### config.mk
export PLATFORM = sky130hd
export DESIGN_NAME = ram_req_ctrl
export DESIGN_NICKNAME = d
export VERILOG_FILES = /design/src/rtl/ram_pkg.sv /design/src/rtl/ram_rsp_fifo.sv /design/src/rtl/ram_req_ctrl.sv
export SDC_FILE = /design/constraint.sdc
export NUM_CORES = 1
export LEC_CHECK = 0
export CAP_MARGIN = 30
export CELL_PAD_IN_SITES_DETAIL_PLACEMENT = 1
export CELL_PAD_IN_SITES_GLOBAL_PLACEMENT = 1
export CORE_AREA = 2 2 91 101
export CTS_BUF_LIST = sky130_fd_sc_hd__clkbuf_4 sky130_fd_sc_hd__clkbuf_8
export CTS_CLUSTER_DIAMETER = 80
export CTS_CLUSTER_SIZE = 12
export DETAILED_ROUTE_END_ITERATION = 6
export DIE_AREA = 0 0 93 103
export DONT_BUFFER_PORTS = 1
export GPL_ROUTABILITY_DRIVEN = 0
export HOLD_SLACK_MARGIN = 0.05
export PLACE_DENSITY_LB_ADDON = 0.1
export SKIP_CTS_REPAIR_TIMING = 1
export SLEW_MARGIN = 5
export SYNTH_ARGS = -nofsm -noshare
export SYNTH_HDL_FRONTEND = slang
export SYNTH_SLANG_ARGS = --single-unit
### constraint.sdc
create_clock -name clk -period 2.7 [get_ports clk]
set_input_delay 0.54 -clock clk [delete_from_list [all_inputs] [get_ports clk]]
set_output_delay 0.54 -clock clk [all_outputs]
set_load 0.005 [all_outputs]
### src/rtl/ram_pkg.sv
// Shared constants, response type and address check for the ram request
// front-end.
//   RAM_AW/RAM_DW : address / data width seen on the request ports
//   RAM_DEPTH     : number of RAM words; addresses at or above it are rejected
//   RD_STAGES     : edges between read accept and response capture
//   ram_rsp_t     : one response FIFO entry {data, err}
//   addr_ok()     : 1 when an address falls inside the RAM
package ram_pkg;
  localparam int RAM_AW    = 5;
  localparam int RAM_DW    = 8;
  localparam int RAM_DEPTH = 16;
  localparam int RD_STAGES = 2;

  typedef struct packed {
    logic [RAM_DW-1:0] data;
    logic              err;
  } ram_rsp_t;

  function automatic logic addr_ok(input logic [RAM_AW-1:0] addr);
    return addr < RAM_AW'(RAM_DEPTH);
  endfunction
endpackage

### src/rtl/ram_rsp_fifo.sv
// Response FIFO for read results, kept in request order.
//   clk, rst   : clock, async active-low reset
//   push       : write push_data at the tail
//   pop        : drop the head entry (caller only pops when count != 0)
//   head       : current head entry, zero while empty
//   count      : number of stored entries
module ram_rsp_fifo
  import ram_pkg::*;
#(
  parameter int DEPTH = 4
) (
  input  logic                     clk,
  input  logic                     rst,
  input  logic                     push,
  input  ram_rsp_t                 push_data,
  input  logic                     pop,
  output ram_rsp_t                 head,
  output logic [$clog2(DEPTH):0]   count
);
  localparam int PW = $clog2(DEPTH);

  ram_rsp_t          mem [DEPTH];
  logic [PW-1:0]     wptr, rptr;

  // storage needs no reset: nothing is visible until count says so
  always_ff @(posedge clk) begin
    if (push) mem[wptr] <= push_data;
  end

  // DEPTH is a power of two, so the pointers wrap on their own
  always_ff @(posedge clk or negedge rst) begin
    if (!rst) begin
      wptr  <= '0;
      rptr  <= '0;
      count <= '0;
    end else begin
      if (push) wptr <= wptr + 1'b1;
      if (pop)  rptr <= rptr + 1'b1;
      case ({push, pop})
        2'b10:   count <= count + 1'b1;
        2'b01:   count <= count - 1'b1;
        default: ;
      endcase
    end
  end

  assign head = (count != '0) ? mem[rptr] : '0;
endmodule

### src/rtl/ram_req_ctrl.sv
// Request front-end for the 16x8 ram block.
//   clk, rst                 : clock, async active-low reset
//   wr_valid/wr_ready        : write request handshake (wr_addr, wr_data)
//   rd_valid/rd_ready        : read request handshake (rd_addr)
//   rsp_valid/rsp_ready      : read response handshake (rsp_data, rsp_err)
//   err_cnt                  : saturating count of out-of-range requests
//   ram_enb/wr/rd, ram_w_addr, ram_w_data, ram_r_addr : to ram inputs
//   ram_r_data               : from ram r_data
// Reads return in order through a credit-limited FIFO; a read to the address
// being written in the same cycle is held back one cycle so it sees new data.
module ram_req_ctrl
  import ram_pkg::*;
#(
  parameter int RSP_DEPTH = 4
) (
  input  logic              clk,
  input  logic              rst,
  input  logic              wr_valid,
  output logic              wr_ready,
  input  logic [RAM_AW-1:0] wr_addr,
  input  logic [RAM_DW-1:0] wr_data,
  input  logic              rd_valid,
  output logic              rd_ready,
  input  logic [RAM_AW-1:0] rd_addr,
  output logic              rsp_valid,
  input  logic              rsp_ready,
  output logic [RAM_DW-1:0] rsp_data,
  output logic              rsp_err,
  output logic [7:0]        err_cnt,
  output logic              ram_enb,
  output logic              ram_wr,
  output logic              ram_rd,
  output logic [RAM_AW-1:0] ram_w_addr,
  output logic [RAM_AW-1:0] ram_r_addr,
  output logic [RAM_DW-1:0] ram_w_data,
  input  logic [RAM_DW-1:0] ram_r_data
);
  localparam int             CW       = $clog2(RSP_DEPTH) + 1;
  localparam logic [CW-1:0]  CRED_MAX = CW'(RSP_DEPTH);

  logic                 wr_acc, rd_acc, wr_go, rd_go, wr_bad, rd_bad, rsp_pop;
  logic [CW-1:0]        credits, fifo_cnt;
  logic [RD_STAGES:1]   vld_pipe, err_pipe;
  logic [8:0]           err_sum;
  ram_rsp_t             cap, head;

  // ready drops combinationally with reset so nothing is taken while held
  assign wr_ready = rst;
  assign rd_ready = rst && (credits < CRED_MAX) &&
                    !(wr_valid && (wr_addr == rd_addr));

  assign wr_acc = wr_valid && wr_ready;
  assign rd_acc = rd_valid && rd_ready;
  assign wr_go  = wr_acc && addr_ok(wr_addr);
  assign rd_go  = rd_acc && addr_ok(rd_addr);
  assign wr_bad = wr_acc && !addr_ok(wr_addr);
  assign rd_bad = rd_acc && !addr_ok(rd_addr);

  // issue registers: address/data held at zero when the port is unused
  always_ff @(posedge clk or negedge rst) begin
    if (!rst) begin
      ram_wr     <= 1'b0;
      ram_rd     <= 1'b0;
      ram_w_addr <= '0;
      ram_w_data <= '0;
      ram_r_addr <= '0;
    end else begin
      ram_wr     <= wr_go;
      ram_rd     <= rd_go;
      ram_w_addr <= wr_go ? wr_addr : '0;
      ram_w_data <= wr_go ? wr_data : '0;
      ram_r_addr <= rd_go ? rd_addr : '0;
    end
  end

  assign ram_enb = ram_wr | ram_rd;

  // tag pipeline: rejected reads ride along so responses stay in order
  always_ff @(posedge clk or negedge rst) begin
    if (!rst) begin
      vld_pipe <= '0;
      err_pipe <= '0;
    end else begin
      vld_pipe <= {vld_pipe[RD_STAGES-1:1], rd_acc};
      err_pipe <= {err_pipe[RD_STAGES-1:1], rd_bad};
    end
  end

  assign cap = {err_pipe[RD_STAGES] ? '0 : ram_r_data, err_pipe[RD_STAGES]};

  // credits cover every read from accept to pop, so capture never overflows
  ram_rsp_fifo #(.DEPTH(RSP_DEPTH)) u_rsp_fifo (
    .clk       (clk),
    .rst       (rst),
    .push      (vld_pipe[RD_STAGES]),
    .push_data (cap),
    .pop       (rsp_pop),
    .head      (head),
    .count     (fifo_cnt)
  );

  assign rsp_valid = (fifo_cnt != '0);
  assign rsp_data  = head.data;
  assign rsp_err   = head.err;
  assign rsp_pop   = rsp_valid && rsp_ready;

  always_ff @(posedge clk or negedge rst) begin
    if (!rst) begin
      credits <= '0;
    end else begin
      case ({rd_acc, rsp_pop})
        2'b10:   credits <= credits + 1'b1;
        2'b01:   credits <= credits - 1'b1;
        default: ;
      endcase
    end
  end

  // both ports can fail in one cycle, hence the 9-bit sum before clamping
  assign err_sum = {1'b0, err_cnt} + 9'(wr_bad) + 9'(rd_bad);

  always_ff @(posedge clk or negedge rst) begin
    if (!rst) err_cnt <= '0;
    else      err_cnt <= err_sum[8] ? 8'hFF : err_sum[7:0];
  end
endmodule

# Word level (Yosys, flattened, before mapping)
# Memories as Yosys holds them, arrays and structs flattened.
# Index checks and enable logic that the tools add are counted.
# W data, S select, Z words.
[word_totals]
ramBits = 36
n_memories = 1
latch_bits = 0
out_inout_bits = 41
mem_bits_ro = 0
elab_cells = 56
reg_bits = 42
inputBits = 31
[memory_table]
columns = ["memory", "words", "word_bits", "read_ports", "rd_ports_with_merged_regs", "wr", "line", "source"]
rows = [
  ["u_rsp_fifo.mem", 4, 9, 1, 0, 1, "ram_rsp_fifo.sv:22", "ram_rsp_t mem [DEPTH];"],
]
[op_classes]
n_div = 0
shifts = 0
n_eq_ne = 5
magnitude_cmp = 3
add_sub_neg = 8
bitwise_logic = 1
n_mux = 10
n_mul = 0
reduce_logical = 16
[op_table]
columns = ["op", "count"]
rows = [
  ["$mux W8", 3],
  ["$pmux W3 S2", 2],
  ["$logic_and A1 B1 Y1", 10],
  ["$lt A5 B5 Y1 const B", 2],
  ["$mux W5", 2],
  ["$add A8 B1 Y9", 1],
  ["$add A9 B1 Y9", 1],
  ["$mux W9", 1],
  ["$add A3 B1 Y3 const B", 2],
  ["$sub A3 B1 Y3 const B", 2],
  ["$eq A5 B5 Y1", 1],
  ["$add A2 B1 Y2 const B", 2],
  ["$eq A2 B1 Y1 const B", 2],
  ["$eq A2 B2 Y1 const B", 2],
  ["$reduce_bool A2 Y1", 2],
  ["$logic_not A1 Y1", 3],
  ["$lt A3 B3 Y1 const B", 1],
  ["$reduce_bool A3 Y1", 1],
  ["$mux W1", 2],
  ["$or A1 B1 Y1", 1],
]

# Longest topological paths before layout
# Gate-level depths: netlist (run 1).
[logic_depth]
word_depth = 8
ltp_mapped = 10
ltp_nobuf = 9

# Modules after synthesis
# From an unflattened synthesis (run 1), not the netlist that was laid out.
[hier_totals]
cells_unflattened = 221
hier_area_um2 = 3261.9
[modules_own_cells]
columns = ["mod", "cells_per_inst", "seq_area_each_um2", "area_per_inst_um2", "n_inst"]
rows = [
  ["ram_rsp_fifo", 91, 1256.2, 1755.4, 1],
  ["ram_req_ctrl", 130, 875.8, 1506.4, 1],
]

# Worst setup path before layout (run 1)
# No wires, ideal clock.
[synth_path]
path_kind = "input to register"
from = "input rd_addr[3]"
to = "register err_cnt[4]"
path_buffers = 1
path_stages = 10
arrival_ns = 2.249
required_ns = 2.569
setup_slack_ns = 0.319
setup_time_ns = 0.131
path_cell_list = "xnor2_1 > and4_1 > buf_6 > a21o_2 > fa_1 > inv_1 > ha_1 > and3_1 > nor2b_1 > a21oi_1"
[synth_between]
elab_chain_len = 8
word_cells_on_any_way = 10
classes_between = "add/sub (1); order compare (1); eq/ne (1); mux (1); reduce/logical (6)"
[synth_lines]
columns = ["item", "line", "source"]
rows = [
  ["start, declared", "ram_req_ctrl.sv:24", "input logic [RAM_AW-1:0] rd_addr,"],
  ["branches (longest 5 deep; another with $lt A5 B5 Y1)", "n/a", ""],
  ["$logic_and A1 B1 Y1 (*)", "ram_req_ctrl.sv:57", "assign rd_bad = rd_acc && !addr_ok(rd_addr);"],
  ["$add A9 B1 Y9 (*)", "ram_req_ctrl.sv:120", "assign err_sum = {1'b0, err_cnt} + 9'(wr_bad) + 9'(rd_bad);"],
  ["$mux W8 (*)", "ram_req_ctrl.sv:124", "else err_cnt <= err_sum[8] ? 8'hFF : err_sum[7:0];"],
  ["end signal, assigned", "ram_req_ctrl.sv:124", ""],
  ["end, declared", "ram_req_ctrl.sv:29", "output logic [7:0] err_cnt,"],
]
# Every way passes the cells marked *.
# A chain may end at the register's enable or synchronous reset.

# Final worst setup path (run 1)
[layout_path]
from = "register credits[2]"
to = "register err_cnt[6]"
[layout_between]
elab_chain_len = 7
[layout_lines]
columns = ["item", "line", "source"]
rows = [
  ["start, declared", "ram_req_ctrl.sv:42", "logic [CW-1:0] credits, fifo_cnt;"],
  ["start signal, assigned", "ram_req_ctrl.sv:112", "2'b10: credits <= credits + 1'b1;"],
  ["start signal, assigned", "ram_req_ctrl.sv:113", "2'b01: credits <= credits - 1'b1;"],
  ["$lt A3 B3 Y1", "ram_req_ctrl.sv:49", "assign rd_ready = rst && (credits < CRED_MAX) &&"],
  ["$logic_and A1 B1 Y1 (2 in series)", "ram_req_ctrl.sv:49", ""],
  ["$logic_and A1 B1 Y1", "ram_req_ctrl.sv:53", "assign rd_acc = rd_valid && rd_ready;"],
  ["$logic_and A1 B1 Y1", "ram_req_ctrl.sv:57", ""],
  ["$add A9 B1 Y9", "ram_req_ctrl.sv:120", ""],
  ["$mux W8", "ram_req_ctrl.sv:124", ""],
]
# No other way between the ends.

==> reports/results.txt, run 1 <==
I/O pin count: 72
Total CTS buffers: 9
CP endpoint kind: flop
Vias in the first global route: 1,938
Later-pin clock latency in the skew report: 0.34 ns
Worst R2R Path Depth: 9
Fin crit share: 0.903
Sequential Area: 0.00213 sq mm
Worst Hold Class: input pin to flop
Cell Count Post-Placement: 333
Post-Synth Adder-Cell Area: 0.0454
CTS H-Tree Depth: 3
Final TNS setup: 0 ns
Crit path from: credits[2]
DPL Wire Length: 4520 um
# rows: 36
DRC: 0
WL final: 6520 um
Post-Syn Area per Cell: 14.7 sq um
Area grow syn2layout: 11.8%
Main synth FF type: dfrtp_1
Reg-to-reg startpoint: credits[2]
Worst path max stage delay: 0.41 ns
Non-Filler Instances: 352
MaxCap Viol Count: 0
Area share of and/or/nand/nor cells after synthesis: 0.126
Clk_skew: 0.00435 ns
Chip height: 103 um
Final setup fails: 0
#FFs+latches synth: 78
Cell taking the most area after synthesis: edfxtp_1
Critical-path maximum fanout: 6
Final Max Slew Viols: 0
Least-Margin Pin Slew: 0.782 ns
Maximum root-to-sink buffer count: 2
Antenna Nets Post-Route: 0
Critical path required time: 2.95 ns
PD cells: 920 mW/mm^2
DRT iter0 DRCs: 42
Slowest CP cell: dfrtp_1
Fin crit period: 2.44 ns
Vias/cell: 4.93
Post-synth EDFFs: 36
CTS tree: built
VDD IR max: 0.348 mV
Die area: 0.00958 sq mm
Largest net degree at the start of global routing: 48
Share of cells above drive strength 1: 0.148
Worst r2r dst: err_cnt[6]
Clk root buf: clkbuf_8
First-pass GRT wire length: 10,300 um
RSZ-0062 raised after global routing: no
Post-Synth XOR/XNOR Area: 0.0377
Reg-to-reg slack, setup: 0.26 ns
Tot Pwr: 3350 uW
Drt pass-1 iters: 2
Worst Hold Launch: rd_addr[4]
Fin. Hold Viols: 0
Critical Path Stages: 9
Synth Area in Compound Gates: 0.0373
Filler cells: 879
Status: finished, final reports clean
Synth warnings: 0
Top cells by count, synth: 42 x dfrtp_1, 36 x edfxtp_1, 26 x and2_1
Die X: 93 um
Cells along the critical path: and3b_1, nand2_1, a21o_2, fa_1, inv_1, ha_1, and3_1, a31oi_1, a41oi_1
Slew margin rel.: 0.477
Top delay family on crit path: simple AND/OR/NAND/NOR gates
GRT Overall Usage: 0.147
Multi-input combinational cell area: 0.00103 sq mm
Sink Count: 78
Worst setup path category: flop to flop
Min Hold Slack: 0.258 ns
Critical Path End: err_cnt[6]
Clock-pin slew on the worst setup and hold paths: 0.08 ns
Mux share of post-synthesis cell area: 0.0688
Share of the synthesized area in the top cell type: 0.332
Via count: 1,736
Largest family of logic cells by synthesized area: simple AND/OR/NAND/NOR gates
Most common cell in the netlist: dfrtp_1
Wire per inst: 18.5 um
Seq/Total Area, Yosys: 0.655
Post-Syn Instances: 222
I/O Buffers: 0
Yosys cell types: 37
Initial antenna violation count: 2
GRT overflow: 0
Initial Util: 0.376
LEAKAGE: 0.00147 uW
Ys async rst share: 0.538
CP Launch Type: flop
Cell Area, Synth: 0.00325 sq mm
Layout Nets: 273
Max Clk Rate: 0.410 GHz
WP buf/inv: 1
Worst EP arrival: 2.69 ns
Core area: 0.00865 sq mm
Ranking of synthesized cells by area: edfxtp_1 33%, dfrtp_1 32%, mux4_2 6.2%
-- power by group --
| group | leakage [uW] | switching (uW) | total (uW) | internal [uW] |
|---|---|---|---|---|
| combinational | 0.000507 | 358 | 741 | 384 |
| sequential | 0.000870 | 225 | 1660 | 1440 |
| clock | 0.0000977 | 425 | 946 | 521 |
-- stage by stage --
stage,util,instance area (sq um),setup slack [ns]
after floorplan,-,3260,0.319
after global routing,0.421,3640,0.111
final,0.421,3640,0.261
after global placement,0.390,3380,0.314
after CTS,0.416,3600,0.226
after detailed placement,0.390,3380,0.147
-- cells in the final DEF, fill, tap and decap left out, types with 6 or more instances in the layout --
cell type and n:
edfxtp_1 36, and2_1 26, xnor2_1 6, a21oi_1 11, nor2b_1 10, nor2_1 6
xor2_1 8, clkbuf_8 9, ha_1 7, inv_1 12, dfrtp_1 42, nand2_1 7
mux4_2 9
-- state kept, by name, indices dropped and copies added (netlist names), 2 cells and up --
name / cells
ram_w_addr: 5
err_cnt: 8
u_rsp_fifo.rptr: 2
ram_r_addr: 5
err_pipe: 2
ram_w_data: 8
u_rsp_fifo.mem: 36
u_rsp_fifo.count: 3
vld_pipe: 2
u_rsp_fifo.wptr: 2
credits: 3
-- cell type report --
| cell class | count | share of cell area |
|---|---|---|
| Tap cell | 114 | 0.0392 |
| Clock inverter | 7 | 0.0272 |
| Inverter | 12 | 0.0124 |
| Timing Repair Buffer | 5 | 0.0165 |
| Sequential cell | 78 | 0.586 |
| Antenna cell | 1 | 0.000688 |
| Multi-Input combinational cell | 126 | 0.284 |
| Clock buffer | 9 | 0.0340 |
-- routing by layer --
layer | vias up | share of wire | GRT usage
met5 | - | 0.0012 | 0
met4 | 2 | 0.013 | 0.0611
met3 | 9 | 0.078 | 0.0636
met2 | 55 | 0.54 | 0.258
met1 | 878 | 0.37 | 0.156
li1 | 792 | - | -
-- kinds of logic after synthesis --
group | after synthesis
adder cells (fa/ha/maj) | 10
buffers and inverters | 19
flip-flops | 78
AO/OA/AOI/OAI | 20
XOR/XNOR | 14
other | 1
multiplexers | 11
AND/OR/NAND/NOR | 69
-- how the worst min path moves through the flow --
stage / slack [ns] / depth (start not counted) / end
2_1_floorplan: 0.24 / 0 / credits[0]
4_1_cts: -0.13 / 0 / err_cnt[2]
3_5_place_dp: 0.25 / 0 / err_cnt[4]
6_report: 0.26 / 1 / ram_rd
3_3_place_gp: 0.25 / 0 / err_cnt[2]
5_1_grt: 0.23 / 1 / ram_rd
Note: power is estimated with default switching activity, not from simulation.
==> run 2: changes to the inputs <==
Settings changed: CORE_AREA 2 2 91 101 to 2 2 78 88, DIE_AREA 0 0 93 103 to 0 0 80 90.
Clock period 2.7 ns to 2.55 ns, I/O delays scaled along.
==> run 2 against run 1 <==
Net effect: via count is 0.23% higher; register-to-register slack lost 0.06 ns; setup slack got worse by 0.062 ns; core utilization is 14 points higher; combinational power grew 11%; routed wire length down 3.3%; flip-flop and latch count is the same; sequential share of layout area grew 1.4 points; non-clock buffer count unchanged; global-route usage rose by 4.0 points; power barely moved.
==> reports/results.txt, run 2 (synthesis results as in run 1) <==
Worst r2r dst: err_cnt[6]
CTS tree: built
Filler cells: 635 (-28%)
Max reg flops: 36 (unchanged)
Clock Power Share: 0.240 (-0.042)
Status: finished, final reports clean
WL final: 6300 um (-3.3%)
GRT Overall Usage: 0.186 (+0.0395)
CP endpoint kind: flop
Layout Nets: 273 (unchanged)
Chip height: 90 um (-13%)
VDD IR max: 0.516 mV (+48%)
DRT iter0 DRCs: 81 (+93%)
Reg-to-reg startpoint: credits[2]
Worst Hold Launch: rd_addr[4]
# rows: 31 (-14%)
Clock-pin slew on the worst setup and hold paths: 0.08 ns (about the same)
Final setup fails: 0 (unchanged)
PD cells: 942 mW/mm^2 (+2.5%)
Worst R2R Path Depth: 9 (unchanged)
DPL Wire Length: 4470 um (-1.1%)
Internal: 2310 uW (-1.5%)
Via count: 1,740 (+0.23%)
Sink Count: 78 (unchanged)
RSZ-0062 raised after global routing: no
Worst path max stage delay: 0.41 ns (about the same)
Die X: 80 um (-14%)
Worst setup path category: flop to flop
Worst EP arrival: 2.60 ns (-0.09 ns)
Fin crit share: 0.922 (+0.0186)
LEAKAGE: 0.00146 uW (-1.2%)
Antenna Nets Post-Route: 0 (unchanged)
Fin. Hold Viols: 0 (unchanged)
Drt pass-1 iters: 4 (+2)
Area grow syn2layout: 9.15%
Clk root buf: clkbuf_8
CP Launch Type: flop
Critical path required time: 2.80 ns (-0.15 ns)
Sw frac: 0.311 (+0.0104)
Slowest CP cell: dfrtp_1
I/O Buffers: 0 (unchanged)
Core area: 0.00636 sq mm (-26%)
Top Registers: u_rsp_fifo.mem x36, err_cnt x8, ram_w_data x8
Power share of the sequential group: 0.514 (+0.018)
Tot Pwr: 3350 uW (about the same)
CTS H-Tree Depth: 3 (unchanged)
Worst Hold Class: input pin to flop
Commonest non-fill, non-tap cells in the layout: 42 x dfrtp_1, 36 x edfxtp_1, 26 x and2_1, 12 x inv_1, 11 x a21oi_1
MaxCap Viol Count: 0 (unchanged)
Initial antenna violation count: 0 (-2)
Slew margin rel.: 0.620 (+0.143)
Reg-to-reg slack, setup: 0.20 ns (-0.06 ns)
Wire per inst: 19.7 um (+6.7%)
Total CTS buffers: 9 (unchanged)
Die area: 0.00720 sq mm (-25%)
Clk_skew: 0.00943 ns (+0.00507 ns)
Share of cells above drive strength 1: 0.156 (+0.00844)
Initial Util: 0.512 (+0.135)
Fin crit period: 2.35 ns (-0.0880 ns)
Vias/cell: 5.45 (+11%)
I/O pin count: 72 (unchanged)
Leading cell type in the layout, fill and taps excluded: dfrtp_1
Later-pin clock latency in the skew report: 0.34 ns (about the same)
DRC: 0 (unchanged)
Final TNS setup: 0 ns (unchanged)
Maximum root-to-sink buffer count: 2 (unchanged)
Hold path cells: 1 (unchanged)
Psw: 1040 uW (+3.4%)
Max Clk Rate: 0.425 GHz (+3.7%)
Largest net degree at the start of global routing: 48 (unchanged)
GRT overflow: 0 (unchanged)
Final Max Slew Viols: 0 (unchanged)
Comb power frac: 0.245 (+0.024)
Largest Register: u_rsp_fifo.mem
Cells along the critical path: and3b_2, nand2_1, a21o_2, fa_1, inv_1, ha_1, and3_2, a31oi_1, a41oi_1
Worst Hold End: ram_rd
N_diodes: 0 (-1)
First-pass GRT wire length: 9900 um (-3.8%)
Critical-path maximum fanout: 6 (unchanged)
Vias in the first global route: 1,962 (+1.2%)
Least-Margin Pin Slew: 0.569 ns (-0.213 ns)
## run 2: per-stage QoR
| step | utilization | instances | worst slack, ns | area, sq um | hold WS [ns] |
|---|---|---|---|---|---|
| 5_1_grt | 0.558 | 319 | 0.0170 | 3550 | 0.222 |
| 6_report | 0.558 | 319 | 0.199 | 3550 | 0.238 |
| 3_5_place_dp | 0.525 | 301 | 0.0608 | 3340 | 0.216 |
| 3_3_place_gp | 0.525 | 301 | 0.226 | 3340 | 0.216 |
| 4_1_cts | 0.552 | 317 | 0.107 | 3510 | -0.156 |
| 2_1_floorplan | - | 223 | 0.199 | 3260 | 0.214 |
## run 2: worst max-delay path, delay by kind of cell (launching register included)
| family | cells | cell delay [ns] |
|---|---|---|
| AOI/OAI and AO/OA | 3 | 0.48 |
| DFF | 1 | 0.41 |
| and+or+nand+nor | 3 | 0.65 |
| buffers and inverters | 1 | 0.09 |
| adders and majority gates | 2 | 0.65 |
## run 2: area by class of cell
| type | instances | area (sq um) | area share |
|---|---|---|---|
| sequential | 78 | 2130 | 0.600 |
| multi-input combinational | 126 | 1040 | 0.292 |
| clock buffer | 11 | 139 | 0.0391 |
| tap | 82 | 103 | 0.0289 |
| timing repair buffer | 5 | 60.1 | 0.0169 |
| inverter | 12 | 45.0 | 0.0127 |
| clock inverter | 5 | 36.3 | 0.0102 |
## run 2: power groups by stage
stage | clock network (uW) | registers [uW] | logic [uW]
6_report | 804 | 1720 | 821
5_1_grt | 879 | 1750 | 944
4_1_cts | 824 | 1730 | 832
3_5_place_dp | 0 | 1750 | 824
3_3_place_gp | 0 | 1730 | 759
2_1_floorplan | 0 | 1660 | 689
## run 2: how the worst max path moves through the flow
| stage | from | endpoint | cells after the start |
|---|---|---|---|
| 3_5_place_dp | rst | err_cnt[6] | 9 |
| 3_3_place_gp | rst | err_cnt[6] | 9 |
| 4_1_cts | credits[2] | err_cnt[6] | 9 |
| 5_1_grt | credits[2] | err_cnt[6] | 9 |
| 2_1_floorplan | rd_addr[3] | err_cnt[4] | 10 |
| 6_report | credits[2] | err_cnt[6] | 9 |
## run 2: layer usage
metal	global-route usage	part of all wire
met1	0.204	0.36
met2	0.338	0.58
met3	0.0371	0.042
met4	0.0862	0.015
met5	0	0
==> run 3: changes to the inputs <==
Settings changed: CORE_AREA 2 2 78 88 to 2 2 87 98, DIE_AREA 0 0 80 90 to 0 0 89 100, DONT_BUFFER_PORTS 1 to not set.
==> run 3 against run 2 <==
Net effect: maximum frequency shrank 4.5%; count of clock-buffer cells in the layout decreased by 1; sequential power about the same; final cell count is 36% higher; global-route usage shrank 1.9 points; flip-flop and latch count stayed put; clock skew increased by 0.0023 ns; setup slack worse by 0.11 ns; clock power is essentially flat.
==> reports/results.txt, run 3 (synthesis results as in run 1) <==
Clk root buf: clkbuf_8
DRC: 0 (unchanged)
Cells along the critical path: buf_12, mux4_2, and2_1, clkdlybuf4s50_1
Via count: 2,038 (+17%)
Later-pin clock latency in the skew report: 0.34 ns (about the same)
Vias in the first global route: 2,149 (+9.5%)
Least-Margin Pin Slew: 0.531 ns (-0.0378 ns)
VDD IR max: 0.326 mV (-37%)
# rows: 35 (+13%)
CP Launch Type: flop
Status: finished, final reports clean
Sink Count: 78 (unchanged)
Die X: 89 um (+11%)
CP endpoint kind: primary output
WP buf/inv: 2 (+1)
Max reg flops: 36 (unchanged)
First-pass GRT wire length: 10,900 um (+9.8%)
Cell Count Post-Placement: 415 (+38%)
Final Max Slew Viols: 0 (unchanged)
Tot Pwr: 3750 uW (+12%)
Max Clk Rate: 0.406 GHz (-4.5%)
RSZ-0062 raised after global routing: no
DPL Wire Length: 4810 um (+7.6%)
Initial Util: 0.404 (-0.108)
Leading cell type in the layout, fill and taps excluded: clkdlybuf4s50_1
Share of cells above drive strength 1: 0.180 (+0.0234)
MaxCap Viol Count: 0 (unchanged)
Antenna Nets Post-Route: 0 (unchanged)
Non-Filler Instances: 434 (+36%)
Die area: 0.00890 sq mm (+24%)
GRT overflow: 0 (unchanged)
Core area: 0.00806 sq mm (+27%)
DRT iter0 DRCs: 71 (-12%)
CTS tree: built
Fin. Hold Viols: 0 (unchanged)
Area grow syn2layout: 35.9%
LEAKAGE: 0.00187 uW (+29%)
Fin crit period: 2.46 ns (+0.110 ns)
Worst EP arrival: 1.95 ns (-0.65 ns)
N_diodes: 0 (unchanged)
Fin crit share: 0.965 (+0.0433)
Critical-path maximum fanout: 6 (unchanged)
Final instance area: 0.00442 sq mm (+24%)
Critical path required time: 2.04 ns (-0.76 ns)
Placed Instance Area: 0.00420 sq mm (+26%)
WL final: 6640 um (+5.4%)
Clk_skew: 0.0117 ns (+0.00229 ns)
Initial antenna violation count: 0 (unchanged)
Min Hold Slack: 0.133 ns (-0.105 ns)
Slowest CP cell: mux4_2
Worst path max stage delay: 0.48 ns (+0.07 ns)
Pre-CTS worst setup slack: -0.308 ns (-0.369 ns)
Top Registers: u_rsp_fifo.mem x36, err_cnt x8, ram_w_data x8
PD cells: 849 mW/mm^2 (-10%)
Final worst slack: 0.0887 ns (-0.110 ns)
I/O pin count: 72 (unchanged)
Chip height: 100 um (+11%)
Maximum root-to-sink buffer count: 2 (unchanged)
I/O Buffers: 71 (+71)
Largest Register: u_rsp_fifo.mem
Worst setup path category: flop to primary output
Commonest non-fill, non-tap cells in the layout: 63 x clkdlybuf4s50_1, 40 x dfrtp_1, 36 x edfxtp_1, 26 x and2_1, 19 x buf_4
CTS H-Tree Depth: 3 (unchanged)
Final setup fails: 0 (unchanged)
Worst Hold Class: input pin to asynchronous set/reset pin
Clock-pin slew on the worst setup and hold paths: 0.08 ns (about the same)
Vias/cell: 4.70 (-14%)
GRT Overall Usage: 0.167 (-0.0190)
Layout Nets: 359 (+32%)
Total CTS buffers: 9 (unchanged)
Slew margin rel.: 0.646 (+0.0266)
Largest net degree at the start of global routing: 30 (-38%)
Drt pass-1 iters: 4 (unchanged)
Wire per inst: 15.3 um (-23%)
Top delay family on crit path: buffers and inverters
## run 3: worst paths after layout
path / startpoint / endpoint / slack (ns) / cells after the start
max: u_rsp_fifo.rptr[0] / rsp_data[0] / 0.09 / 4
min: rst / err_cnt[2] / 0.13 / 2
max reg2reg: credits[2] / err_cnt[7] / 0.44 / 7
min reg2reg: err_pipe[1] / err_pipe[2] / 0.35 / 0
max in group asynchronous: rst / u_rsp_fifo.rptr[1] / 1.75 / 3
min in group clk: err_pipe[1] / err_pipe[2] / 0.35 / 0
## run 3: per-layer routing
layer  global-route usage  up-vias  part of all wire
met5                    0        -                 0
met2                0.293       47              0.54
met3               0.0526        4             0.039
met1                0.192     1022              0.41
met4               0.0551        0             0.011
li1                     -      965                 -
## run 3: stage by stage
stage / utilization / setup TNS [ns]
6_report: 0.549 / 0
5_1_grt: 0.549 / 0
4_1_cts: 0.542 / -0.896
3_5_place_dp: 0.521 / -2.32
3_3_place_gp: 0.521 / -1.51
2_1_floorplan: - / 0
## run 3: layout make-up
cell class	instances	area, sq um
well taps	111	139
clock inverters	6	38.8
multi-input cells	126	1050
clock buffers	10	131
inverters	12	45.0
fillers	839	3640
flip-flops and latches	78	2130
repair buffers	91	886
## run 3: power breakdown
group	leakage [uW]	switching [uW]	internal (uW)
logic	0.000921	471	762
clock network	0.0000855	444	360
registers	0.000868	189	1530
total	0.00187	1100	2650
